[src/rtl/noc_out_port_arbiter_if.sv]
// Flit handshake bundle between the four input ports, the output-port
// arbiter and the downstream mesh link.
interface noc_out_port_arbiter_if #(
    parameter int DATA_WIDTH    = 32,
    parameter int ADDRESS_WIDTH = 5
);
    // requester side: one addr/data/valid triple per input port, one ack back
    logic [ADDRESS_WIDTH-1:0] in_addr_1, in_addr_2, in_addr_3, in_addr_4;
    logic [DATA_WIDTH-1:0]    in_data_1, in_data_2, in_data_3, in_data_4;
    logic                     in_valid_1, in_valid_2, in_valid_3, in_valid_4;
    logic                     to_in_ack_1, to_in_ack_2, to_in_ack_3, to_in_ack_4;

    // link side: held flit and downstream accept
    logic [ADDRESS_WIDTH-1:0] out_addr;
    logic [DATA_WIDTH-1:0]    out_data;
    logic                     out_valid;
    logic                     from_out_ack;

    // master: requesters plus downstream node (drives flits in, acks out)
    modport master (
        output in_addr_1, in_addr_2, in_addr_3, in_addr_4,
        output in_data_1, in_data_2, in_data_3, in_data_4,
        output in_valid_1, in_valid_2, in_valid_3, in_valid_4,
        input  to_in_ack_1, to_in_ack_2, to_in_ack_3, to_in_ack_4,
        input  out_addr, out_data, out_valid,
        output from_out_ack
    );

    // slave: the arbiter itself
    modport slave (
        input  in_addr_1, in_addr_2, in_addr_3, in_addr_4,
        input  in_data_1, in_data_2, in_data_3, in_data_4,
        input  in_valid_1, in_valid_2, in_valid_3, in_valid_4,
        output to_in_ack_1, to_in_ack_2, to_in_ack_3, to_in_ack_4,
        output out_addr, out_data, out_valid,
        input  from_out_ack
    );
endinterface

[src/rtl/noc_out_port_arbiter.sv]
// Round-robin arbiter with a one-flit output register for one output port
// of a 4-port mesh node. A flit is captured whenever the register is empty
// or being drained at the same edge, so a held ack gives 1 flit/cycle.
module noc_out_port_arbiter #(
    parameter int DATA_WIDTH    = 32,
    parameter int ADDRESS_WIDTH = 5,
    parameter int CNT_WIDTH     = 16
) (
    input  logic                 clk,
    input  logic                 rst,
    noc_out_port_arbiter_if.slave link,
    output logic [1:0]           rr_ptr,
    output logic [CNT_WIDTH-1:0] flit_count
);
    localparam int NUM_PORTS = 4;

    typedef enum logic {EMPTY = 1'b0, FULL = 1'b1} state_t;

    state_t                   state_q, state_d;
    logic [NUM_PORTS-1:0]     req_valid;
    logic [ADDRESS_WIDTH-1:0] req_addr [NUM_PORTS];
    logic [DATA_WIDTH-1:0]    req_data [NUM_PORTS];
    logic [NUM_PORTS-1:0]     ack_vec;
    logic [1:0]               win;
    logic [1:0]               scan_idx;
    logic                     any_req;
    logic                     cap_en;
    logic                     grant;

    logic [ADDRESS_WIDTH-1:0] out_addr_q;
    logic [DATA_WIDTH-1:0]    out_data_q;

    // gather the per-port requests into indexable arrays
    assign req_valid   = {link.in_valid_4, link.in_valid_3, link.in_valid_2, link.in_valid_1};
    assign req_addr[0] = link.in_addr_1;
    assign req_addr[1] = link.in_addr_2;
    assign req_addr[2] = link.in_addr_3;
    assign req_addr[3] = link.in_addr_4;
    assign req_data[0] = link.in_data_1;
    assign req_data[1] = link.in_data_2;
    assign req_data[2] = link.in_data_3;
    assign req_data[3] = link.in_data_4;

    // round-robin search: first valid requester starting at rr_ptr
    always_comb begin
        win      = 2'd0;
        any_req  = 1'b0;
        scan_idx = 2'd0;
        for (int i = 0; i < NUM_PORTS; i++) begin
            scan_idx = rr_ptr + 2'(i);
            if (!any_req && req_valid[scan_idx]) begin
                any_req = 1'b1;
                win     = scan_idx;
            end
        end
    end

    // state register; reset discards any held flit
    always_ff @(posedge clk) begin
        if (rst) state_q <= EMPTY;
        else     state_q <= state_d;
    end

    // next state, capture enable and the one-hot ack toward the winner
    always_comb begin
        state_d = state_q;
        cap_en  = 1'b0;
        case (state_q)
            EMPTY: begin
                cap_en = 1'b1;
                if (any_req) state_d = FULL;
            end
            FULL: begin
                // drain and refill at the same edge keeps the link bubble-free
                cap_en = link.from_out_ack;
                if (link.from_out_ack && !any_req) state_d = EMPTY;
            end
            default: state_d = EMPTY;
        endcase
        grant   = cap_en && any_req && !rst;
        ack_vec = grant ? (NUM_PORTS'(1) << win) : '0;
    end

    assign link.to_in_ack_1 = ack_vec[0];
    assign link.to_in_ack_2 = ack_vec[1];
    assign link.to_in_ack_3 = ack_vec[2];
    assign link.to_in_ack_4 = ack_vec[3];

    // flit register, priority pointer and forwarded-flit counter
    always_ff @(posedge clk) begin
        if (rst) begin
            out_addr_q <= '0;
            out_data_q <= '0;
            rr_ptr     <= 2'd0;
            flit_count <= '0;
        end else if (grant) begin
            out_addr_q <= req_addr[win];
            out_data_q <= req_data[win];
            rr_ptr     <= win + 2'd1;
            flit_count <= flit_count + CNT_WIDTH'(1);
        end
    end

    assign link.out_addr  = out_addr_q;
    assign link.out_data  = out_data_q;
    assign link.out_valid = (state_q == FULL);
endmodule

[src/flat_wrapper.sv]
// flat-port wrapper written by rule: the top's interface ports become plain ports
module noc_out_port_arbiter_flat 
#(
    parameter int DATA_WIDTH    = 32,
    parameter int ADDRESS_WIDTH = 5,
    parameter int CNT_WIDTH     = 16
)
  (clk, rst, rr_ptr, flit_count, link_in_addr_1, link_in_addr_2, link_in_addr_3, link_in_addr_4, link_in_data_1, link_in_data_2, link_in_data_3, link_in_data_4, link_in_valid_1, link_in_valid_2, link_in_valid_3, link_in_valid_4, link_to_in_ack_1, link_to_in_ack_2, link_to_in_ack_3, link_to_in_ack_4, link_out_addr, link_out_data, link_out_valid, link_from_out_ack);
  noc_out_port_arbiter_if #(.DATA_WIDTH(DATA_WIDTH), .ADDRESS_WIDTH(ADDRESS_WIDTH)) link_i ();
  input  logic clk;
  input  logic rst;
  output logic [1:0] rr_ptr;
  output logic [CNT_WIDTH-1:0] flit_count;
  input wire logic [$bits(link_i.in_addr_1)-1:0] link_in_addr_1;
  input wire logic [$bits(link_i.in_addr_2)-1:0] link_in_addr_2;
  input wire logic [$bits(link_i.in_addr_3)-1:0] link_in_addr_3;
  input wire logic [$bits(link_i.in_addr_4)-1:0] link_in_addr_4;
  input wire logic [$bits(link_i.in_data_1)-1:0] link_in_data_1;
  input wire logic [$bits(link_i.in_data_2)-1:0] link_in_data_2;
  input wire logic [$bits(link_i.in_data_3)-1:0] link_in_data_3;
  input wire logic [$bits(link_i.in_data_4)-1:0] link_in_data_4;
  input wire logic [$bits(link_i.in_valid_1)-1:0] link_in_valid_1;
  input wire logic [$bits(link_i.in_valid_2)-1:0] link_in_valid_2;
  input wire logic [$bits(link_i.in_valid_3)-1:0] link_in_valid_3;
  input wire logic [$bits(link_i.in_valid_4)-1:0] link_in_valid_4;
  output wire logic [$bits(link_i.to_in_ack_1)-1:0] link_to_in_ack_1;
  output wire logic [$bits(link_i.to_in_ack_2)-1:0] link_to_in_ack_2;
  output wire logic [$bits(link_i.to_in_ack_3)-1:0] link_to_in_ack_3;
  output wire logic [$bits(link_i.to_in_ack_4)-1:0] link_to_in_ack_4;
  output wire logic [$bits(link_i.out_addr)-1:0] link_out_addr;
  output wire logic [$bits(link_i.out_data)-1:0] link_out_data;
  output wire logic [$bits(link_i.out_valid)-1:0] link_out_valid;
  input wire logic [$bits(link_i.from_out_ack)-1:0] link_from_out_ack;
  assign link_i.in_addr_1 = link_in_addr_1;
  assign link_i.in_addr_2 = link_in_addr_2;
  assign link_i.in_addr_3 = link_in_addr_3;
  assign link_i.in_addr_4 = link_in_addr_4;
  assign link_i.in_data_1 = link_in_data_1;
  assign link_i.in_data_2 = link_in_data_2;
  assign link_i.in_data_3 = link_in_data_3;
  assign link_i.in_data_4 = link_in_data_4;
  assign link_i.in_valid_1 = link_in_valid_1;
  assign link_i.in_valid_2 = link_in_valid_2;
  assign link_i.in_valid_3 = link_in_valid_3;
  assign link_i.in_valid_4 = link_in_valid_4;
  assign link_to_in_ack_1 = link_i.to_in_ack_1;
  assign link_to_in_ack_2 = link_i.to_in_ack_2;
  assign link_to_in_ack_3 = link_i.to_in_ack_3;
  assign link_to_in_ack_4 = link_i.to_in_ack_4;
  assign link_out_addr = link_i.out_addr;
  assign link_out_data = link_i.out_data;
  assign link_out_valid = link_i.out_valid;
  assign link_i.from_out_ack = link_from_out_ack;
  noc_out_port_arbiter #(.DATA_WIDTH(DATA_WIDTH), .ADDRESS_WIDTH(ADDRESS_WIDTH), .CNT_WIDTH(CNT_WIDTH)) u_core (.clk(clk), .rst(rst), .link(link_i), .rr_ptr(rr_ptr), .flit_count(flit_count));
endmodule
[config.mk]
export PLATFORM = sky130hd
export DESIGN_NAME = noc_out_port_arbiter_flat
export DESIGN_NICKNAME = d
export VERILOG_FILES = /design/src/rtl/noc_out_port_arbiter_if.sv /design/src/rtl/noc_out_port_arbiter.sv /design/src/flat_wrapper.sv
export SDC_FILE = /design/constraint.sdc
export NUM_CORES = 1
export LEC_CHECK = 0
export CAP_MARGIN = 40
export CORE_UTILIZATION = 40
export DETAILED_ROUTE_END_ITERATION = 8
export HOLD_SLACK_MARGIN = 0.12
export PLACE_DENSITY = 0.84
export SLEW_MARGIN = 10
export SYNTH_ARGS = -nofsm -noshare
export SYNTH_HDL_FRONTEND = slang
export SYNTH_SLANG_ARGS = --single-unit
[constraint.sdc]
create_clock -name clk -period 4.8 [get_ports clk]
set_input_delay 0.48 -clock clk [delete_from_list [all_inputs] [get_ports clk]]
set_output_delay 0.48 -clock clk [all_outputs]
set_load 0.01 [all_outputs]
==> summary.json, run 1 <==
{
  "finalWeightedCongestion": 0.7981,
  "buffer_ports.inserted": 214,
  "cellPowerDensity_nw_per_um2": 246.6,
  "finalHoldViolations": 0,
  "totalPowerFinal_uw": 1443,
  "post_drt_via_cell_ratio": 5.675,
  "dpl.hpwl_um": 9208,
  "netlist_instances": 414,
  "ctsLongestPathBuffers": 2,
  "grt_first_pass_wirelength_um": 18880,
  "worst_setup_path_start_kind": "primary input",
  "transition_time_at_the_pin_with_the_least_slew_margin_ps": 826.5,
  "grt_antenna_before_repair": 0,
  "rsz0062_at_grt": "no",
  "dieWidth_um": 95.62,
  "drt_iter0_markers": 140,
  "cts.repair_timing.setup_buffer_count": 0,
  "cts_num_sinks": 56,
  "seq_area_frac_synth_pct": 31.98,
  "layout.cells.most_common": "sky130_fd_sc_hd__clkdlybuf4s50_1",
  "async_flop_share_pct": 0,
  "dieArea_um2": 9143,
  "final_layout_size_suffix_gt1_share_pct": 5.141,
  "fp.dieH_um": 95.62,
  "timing.max_cap.violations": 0,
  "cp_max_fo": 23,
  "tritoncts_clock_tree": "yes",
  "synth_top_area_share_pct": 31.98,
  "path_clk_slew_ps": 100,
  "final.setup.tns_ps": 0,
  "power.static_leakage_uw": 0.002086,
  "post_synth_edffs": 0,
  "post_layout_min_period_ps": 3434,
  "critical_path_arrival_ps": 2950,
  "grt_start_max_net_pins": 38,
  "cts_buffers": 5,
  "wire_per_inst_um": 17.81,
  "hold_start": "u_core.link.out_data[24]",
  "clk_latency_ps": 310,
  "final-max-slew-violation-count": 0,
  "drt_pass1_iterations": 4,
  "finalSetupViolCount": 0,
  "ctsRootBufferMaster": "sky130_fd_sc_hd__clkbuf_8",
  "synthesis.area_um2": 3506,
  "ys_seq_elements": 56,
  "gr-usage-all-layers_pct": 26.68,
  "synthesis.yosys.warnings": 0,
  "mappedNetlistNets": 570,
  "ios": 215,
  "grt.overflow.total": 0,
  "final_skew_ps": 4.115,
  "required_ps": 4320,
  "floorplan.rows": 33,
  "rr_startpoint": "u_core.rr_ptr[1]",
  "cts_hold_bufs": 0,
  "nets": 758,
  "layout_area_overhead_pct": 66.85,
  "synth.lib_cells_used.distinct": 36,
  "place_ws_ps": 1390,
  "total_wirelength_of_the_detailed_routed_design_um": 12610,
  "worst_slew_margin_rel_pct": 44.60,
  "timing.fmax_ghz": 0.2912,
  "detail_route.drc_violations": 0,
  "routed-via-count": 4018,
  "cts-resized-gates": 0,
  "ant_nets": 0,
  "synth.avg_cell_area_um2": 8.468,
  "timing.setup.critical_path_class": "in -> out",
  "first_global_vias": 3922,
  "initial_util_pct": 42.03,
  "post-synth-top-area-cell": "sky130_fd_sc_hd__dfxtp_1",
  "hp-class": "reg -> reg",
  "ctsHtreeMaxLevel": 2,
  "worst_ir_drop_vdd_mv": 0.1315,
  "diodes": 0,
  "outcome": "finished, final reports clean",
  "synth_flop_cell": "sky130_fd_sc_hd__dfxtp_1",
  "core_area_um2": 8341,
  "synth_top_cells_by_area": "sky130_fd_sc_hd__dfxtp_1, sky130_fd_sc_hd__mux2i_1, sky130_fd_sc_hd__a211o_1",
  "most-common-layout-cells": "sky130_fd_sc_hd__clkdlybuf4s50_1, sky130_fd_sc_hd__dfxtp_1, sky130_fd_sc_hd__nand2_1, sky130_fd_sc_hd__nand4_1, sky130_fd_sc_hd__mux2i_1",
  "final.setup.worst_slack_ps": 1366,
  "share_of_the_clock_period_used_by_the_worst_path_after_layout_pct": 71.54,
  "worst_setup_path_end_kind": "output port",
  "crit_path_start": "link_in_valid_2"
}
==> worst max-delay path, stage by stage <==
cell and delay [ps]:
sky130_fd_sc_hd__clkdlybuf4s50_1 610, sky130_fd_sc_hd__a21oi_1 70, sky130_fd_sc_hd__o21a_1 210, sky130_fd_sc_hd__o22ai_4 470
sky130_fd_sc_hd__buf_4 380, sky130_fd_sc_hd__nand2b_1 170, sky130_fd_sc_hd__nor2_1 50, sky130_fd_sc_hd__clkdlybuf4s50_1 510
==> metal layers <==
metal / global-route usage (%) / up-vias / share of wire, %
met1: 30.77 / 1880 / 40
met4: 9.701 / 0 / 1.8
li1: - / 1956 / -
met2: 49.23 / 163 / 51
met3: 4.147 / 19 / 7.1
met5: 0 / - / 0
==> synthesized netlist by cell type (2+ instances only) <==
cell / count
sky130_fd_sc_hd__a211o_1: 36
sky130_fd_sc_hd__or3_1: 2
sky130_fd_sc_hd__clkbuf_1: 23
sky130_fd_sc_hd__nand2_1: 45
sky130_fd_sc_hd__buf_2: 19
sky130_fd_sc_hd__buf_4: 3
sky130_fd_sc_hd__o31ai_1: 36
sky130_fd_sc_hd__and4_1: 2
sky130_fd_sc_hd__inv_1: 2
sky130_fd_sc_hd__xor2_1: 15
sky130_fd_sc_hd__o211ai_1: 36
sky130_fd_sc_hd__nand4_1: 41
sky130_fd_sc_hd__a21oi_1: 3
sky130_fd_sc_hd__nor2_2: 3
sky130_fd_sc_hd__a211oi_1: 2
sky130_fd_sc_hd__nor2_1: 23
sky130_fd_sc_hd__nand3_1: 7
sky130_fd_sc_hd__and3_1: 3
sky130_fd_sc_hd__mux2i_1: 39
sky130_fd_sc_hd__dfxtp_1: 56
sky130_fd_sc_hd__nand2b_1: 3
==> per-stage QoR <==
step | instance area, um2 | utilization, % | hold slack (ps) | std cells
after detailed placement | 5738 | 68.80 | 460.7 | 700
after global placement | 5683 | 68.14 | 449.8 | 698
final | 5849 | 70.13 | 484.7 | 708
after global routing | 5849 | 70.13 | 501.0 | 708
after floorplan | 3506 | - | 500.5 | 414
after CTS | 5849 | 70.13 | 485.6 | 708
==> registers in the layout (all words and copies together), names as in the netlist <==
name and flops:
u_core.flit_count 16, u_core.link.out_addr 5, u_core.link.out_data 32, u_core.link.out_valid 1
u_core.rr_ptr 2
==> worst paths after layout <==
path,end,slack (ps),cells past startpoint
worst max-delay path,link_to_in_ack_3,1370,8
worst min-delay path,u_core.link.out_data[24],480,2
worst max register to register,u_core.link.out_data[6],1820,7
worst min register to register,u_core.link.out_data[24],480,2
==> layout make-up <==
| cell class | instances | area (um2) |
|---|---|---|
| multi-input cells | 311 | 2206 |
| clock inverters | 3 | 42.54 |
| clock buffers | 5 | 68.82 |
| fillers | 663 | 2491 |
| repair buffers | 226 | 2272 |
| well taps | 105 | 131.4 |
| inverters | 2 | 7.507 |
| flip-flops and latches | 56 | 1121 |
==> power by group <==
group          total, uW  internal, uW  leakage (uW)  switching, uW
registers            554           521      0.000462           33.3
clock network        321           155     0.0000541            166
logic                567           318       0.00157            249
==> cell families (layout without fill, tap and decap cells) <==
kind of cell	Yosys count	after routing	share of synthesized area [%]
compound gates	119	119	26.70
xor+xnor	16	16	3.997
fa+ha+maj	1	1	0.3568
buf+inv	47	236	6.031
flops	56	56	31.98
mux	39	39	11.13
simple gates	136	136	19.81
No activity file was read; power rests on OpenSTA's default activity.
==> inputs of run 2 (changes only) <==
--- a/config.mk
+++ b/config.mk
@@ -6,10 +6,10 @@
 export NUM_CORES = 1
 export LEC_CHECK = 0
 export CAP_MARGIN = 40
-export CORE_UTILIZATION = 40
+export CORE_UTILIZATION = 34
 export DETAILED_ROUTE_END_ITERATION = 8
 export HOLD_SLACK_MARGIN = 0.12
-export PLACE_DENSITY = 0.84
+export PLACE_DENSITY = 0.76
 export SLEW_MARGIN = 10
 export SYNTH_ARGS = -nofsm -noshare
 export SYNTH_HDL_FRONTEND = slang
==> constraint.sdc (replaced) <==
create_clock -name clk -period 2.75 [get_ports clk]
set_input_delay 0.275 -clock clk [delete_from_list [all_inputs] [get_ports clk]]
set_output_delay 0.275 -clock clk [all_outputs]
set_load 0.01 [all_outputs]
==> summary.json, run 2 (same netlist as run 1, synthesis figures left out) <==
{
  "outcome": "finished, final reports clean",
  "max_reg_flops": 32,
  "gr-usage-all-layers_pct": 23.85,
  "ios": 215,
  "final-max-slew-violation-count": 0,
  "transition_time_at_the_pin_with_the_least_slew_margin_ps": 799.4,
  "timing.hold.worst_path_depth": 2,
  "path_clk_slew_ps": 100,
  "reg2reg_to": "u_core.link.out_data[20]",
  "final_skew_ps": 4.348,
  "critical_path_arrival_ps": 2360,
  "layout.cells.most_common": "sky130_fd_sc_hd__clkdlybuf4s50_1",
  "worst_slew_margin_rel_pct": 46.71,
  "ant_nets": 0,
  "drt_pass1_iterations": 4,
  "most-common-layout-cells": "sky130_fd_sc_hd__clkdlybuf4s50_1, sky130_fd_sc_hd__dfxtp_1, sky130_fd_sc_hd__nand2_1, sky130_fd_sc_hd__nand4_1, sky130_fd_sc_hd__mux2i_1",
  "share_of_the_clock_period_used_by_the_worst_path_after_layout_pct": 95.67,
  "ctsRootBufferMaster": "sky130_fd_sc_hd__clkbuf_8",
  "first_global_vias": 4115,
  "tritoncts_clock_tree": "yes",
  "nets": 761,
  "cellPowerDensity_nw_per_um2": 427.9,
  "floorplan.rows": 36,
  "drt_iter0_markers": 128,
  "grt_antenna_before_repair": 0,
  "finalWeightedCongestion": 0.8105,
  "post_layout_min_period_ps": 2631,
  "detail_route.drc_violations": 0,
  "clk_latency_ps": 310,
  "final_layout_size_suffix_gt1_share_pct": 5.776,
  "timing.max_cap.violations": 0,
  "layout_area_overhead_pct": 68.13,
  "met1Wirelength_um": 5560,
  "total_wirelength_of_the_detailed_routed_design_um": 13230,
  "hold-path-endpoint": "u_core.link.out_data[30]",
  "finalInstanceArea_um2": 5894,
  "timing.fmax_ghz": 0.3801,
  "dieArea_um2": 10720,
  "r2r.worst_path.cells": 6,
  "worst_ir_drop_vdd_mv": 0.2382,
  "wire_per_inst_um": 17.90,
  "hp-class": "reg -> reg",
  "dpl.hpwl_um": 8979,
  "routed-wl-met2_um": 6499,
  "post_drt_via_cell_ratio": 5.513,
  "dieWidth_um": 103.5,
  "finalHoldViolations": 0,
  "hold_start": "u_core.link.out_data[30]",
  "cts_buffers": 5,
  "grt_start_max_net_pins": 38,
  "timing.setup.critical_path_class": "reg -> out",
  "wl_met3_um": 985,
  "buffer_ports.inserted": 214,
  "routed-via-count": 4074,
  "r2r_slack_ps": 540,
  "placement.cell_area_um2": 5773,
  "rsz0062_at_grt": "no",
  "finalSetupViolCount": 0,
  "required_ps": 2480,
  "diodes": 0,
  "highest-signal-layer": "met4",
  "fp.dieH_um": 103.5,
  "fillerInstances": 864,
  "final.setup.tns_ps": 0,
  "worst_setup_path_end_kind": "output port",
  "ctsLongestPathBuffers": 2,
  "grt_first_pass_wirelength_um": 20800,
  "grt.overflow.total": 0,
  "rr_startpoint": "u_core.rr_ptr[1]",
  "cts_num_sinks": 56,
  "worst_setup_path_start_kind": "flop",
  "power.static_leakage_uw": 0.002092,
  "initial_util_pct": 35.54,
  "cts_hold_bufs": 0,
  "cp_max_fo": 8,
  "core_area_um2": 9864,
  "ctsHtreeMaxLevel": 2
}
-- run 2: cell types whose count changed in the layout (fill, tap and decap cells not counted), sizes merged --
cell | previous run | this run
buf | 12 | 15
-- run 2: metrics by stage --
step | setup slack (ps) | hold WS (ps) | cells | utilization (%) | total power, uW
2_1_floorplan | 813.7 | 447.7 | 414 | - | 1431
3_5_place_dp | 130.7 | 457.5 | 731 | 58.52 | 1980
5_1_grt | 34.29 | 511.1 | 739 | 59.75 | 2639
3_3_place_gp | 205.2 | 451.5 | 731 | 58.52 | 1962
6_report | 119.2 | 476.4 | 739 | 59.75 | 2522
4_1_cts | 112.2 | 482.5 | 739 | 59.72 | 2539
-- run 2: cell type report --
type | count | area (um2) | area share (%)
repair buffers | 229 | 2267 | 38.46
flip-flops and latches | 56 | 1121 | 19.02
multi-input cells | 311 | 2221 | 37.68
well taps | 133 | 166.4 | 2.823
clock buffers | 5 | 68.82 | 1.167
inverters | 2 | 7.507 | 0.1274
clock inverters | 3 | 42.54 | 0.7217
-- run 2: worst max-delay path by stage --
stage | from | endpoint | slack (ps) | cells past startpoint
final | u_core.rr_ptr[1] | link_to_in_ack_2 | 120 | 5
after global routing | u_core.rr_ptr[1] | link_to_in_ack_2 | 30 | 5
after CTS | u_core.rr_ptr[1] | link_to_in_ack_2 | 110 | 5
after detailed placement | link_in_valid_1 | link_to_in_ack_2 | 130 | 6
after global placement | link_in_valid_4 | link_to_in_ack_2 | 210 | 5
after floorplan | u_core.rr_ptr[1] | link_to_in_ack_4 | 810 | 7
-- run 2: timing repair --
item                       in CTS  in global routing
setup buffers                   0                  0
gates resized for setup         1                  1
setup endpoints to repair       1                  1
-- run 2: worst max-delay path, stage by stage, from the launching register on --
cell and delay, ps:
sky130_fd_sc_hd__dfxtp_1 540, sky130_fd_sc_hd__mux2i_2 370, sky130_fd_sc_hd__nor2_4 70, sky130_fd_sc_hd__nor3_4 330, sky130_fd_sc_hd__and3_1 210, sky130_fd_sc_hd__clkdlybuf4s50_1 530
-- run 2: report_power, final --
part           internal [uW]  switching [uW]  total (uW)
Sequential               909            60.3         970
Clock                    270             284         555
Combinational            551             447         998
Total                   1730             792        2520
-- run 2: routing by layer --
layer  up-vias  track usage, %
li1       1967               -
met1      1914           28.60
met2       178           43.48
met3        15           4.342
met4         0           6.108
met5         -               0
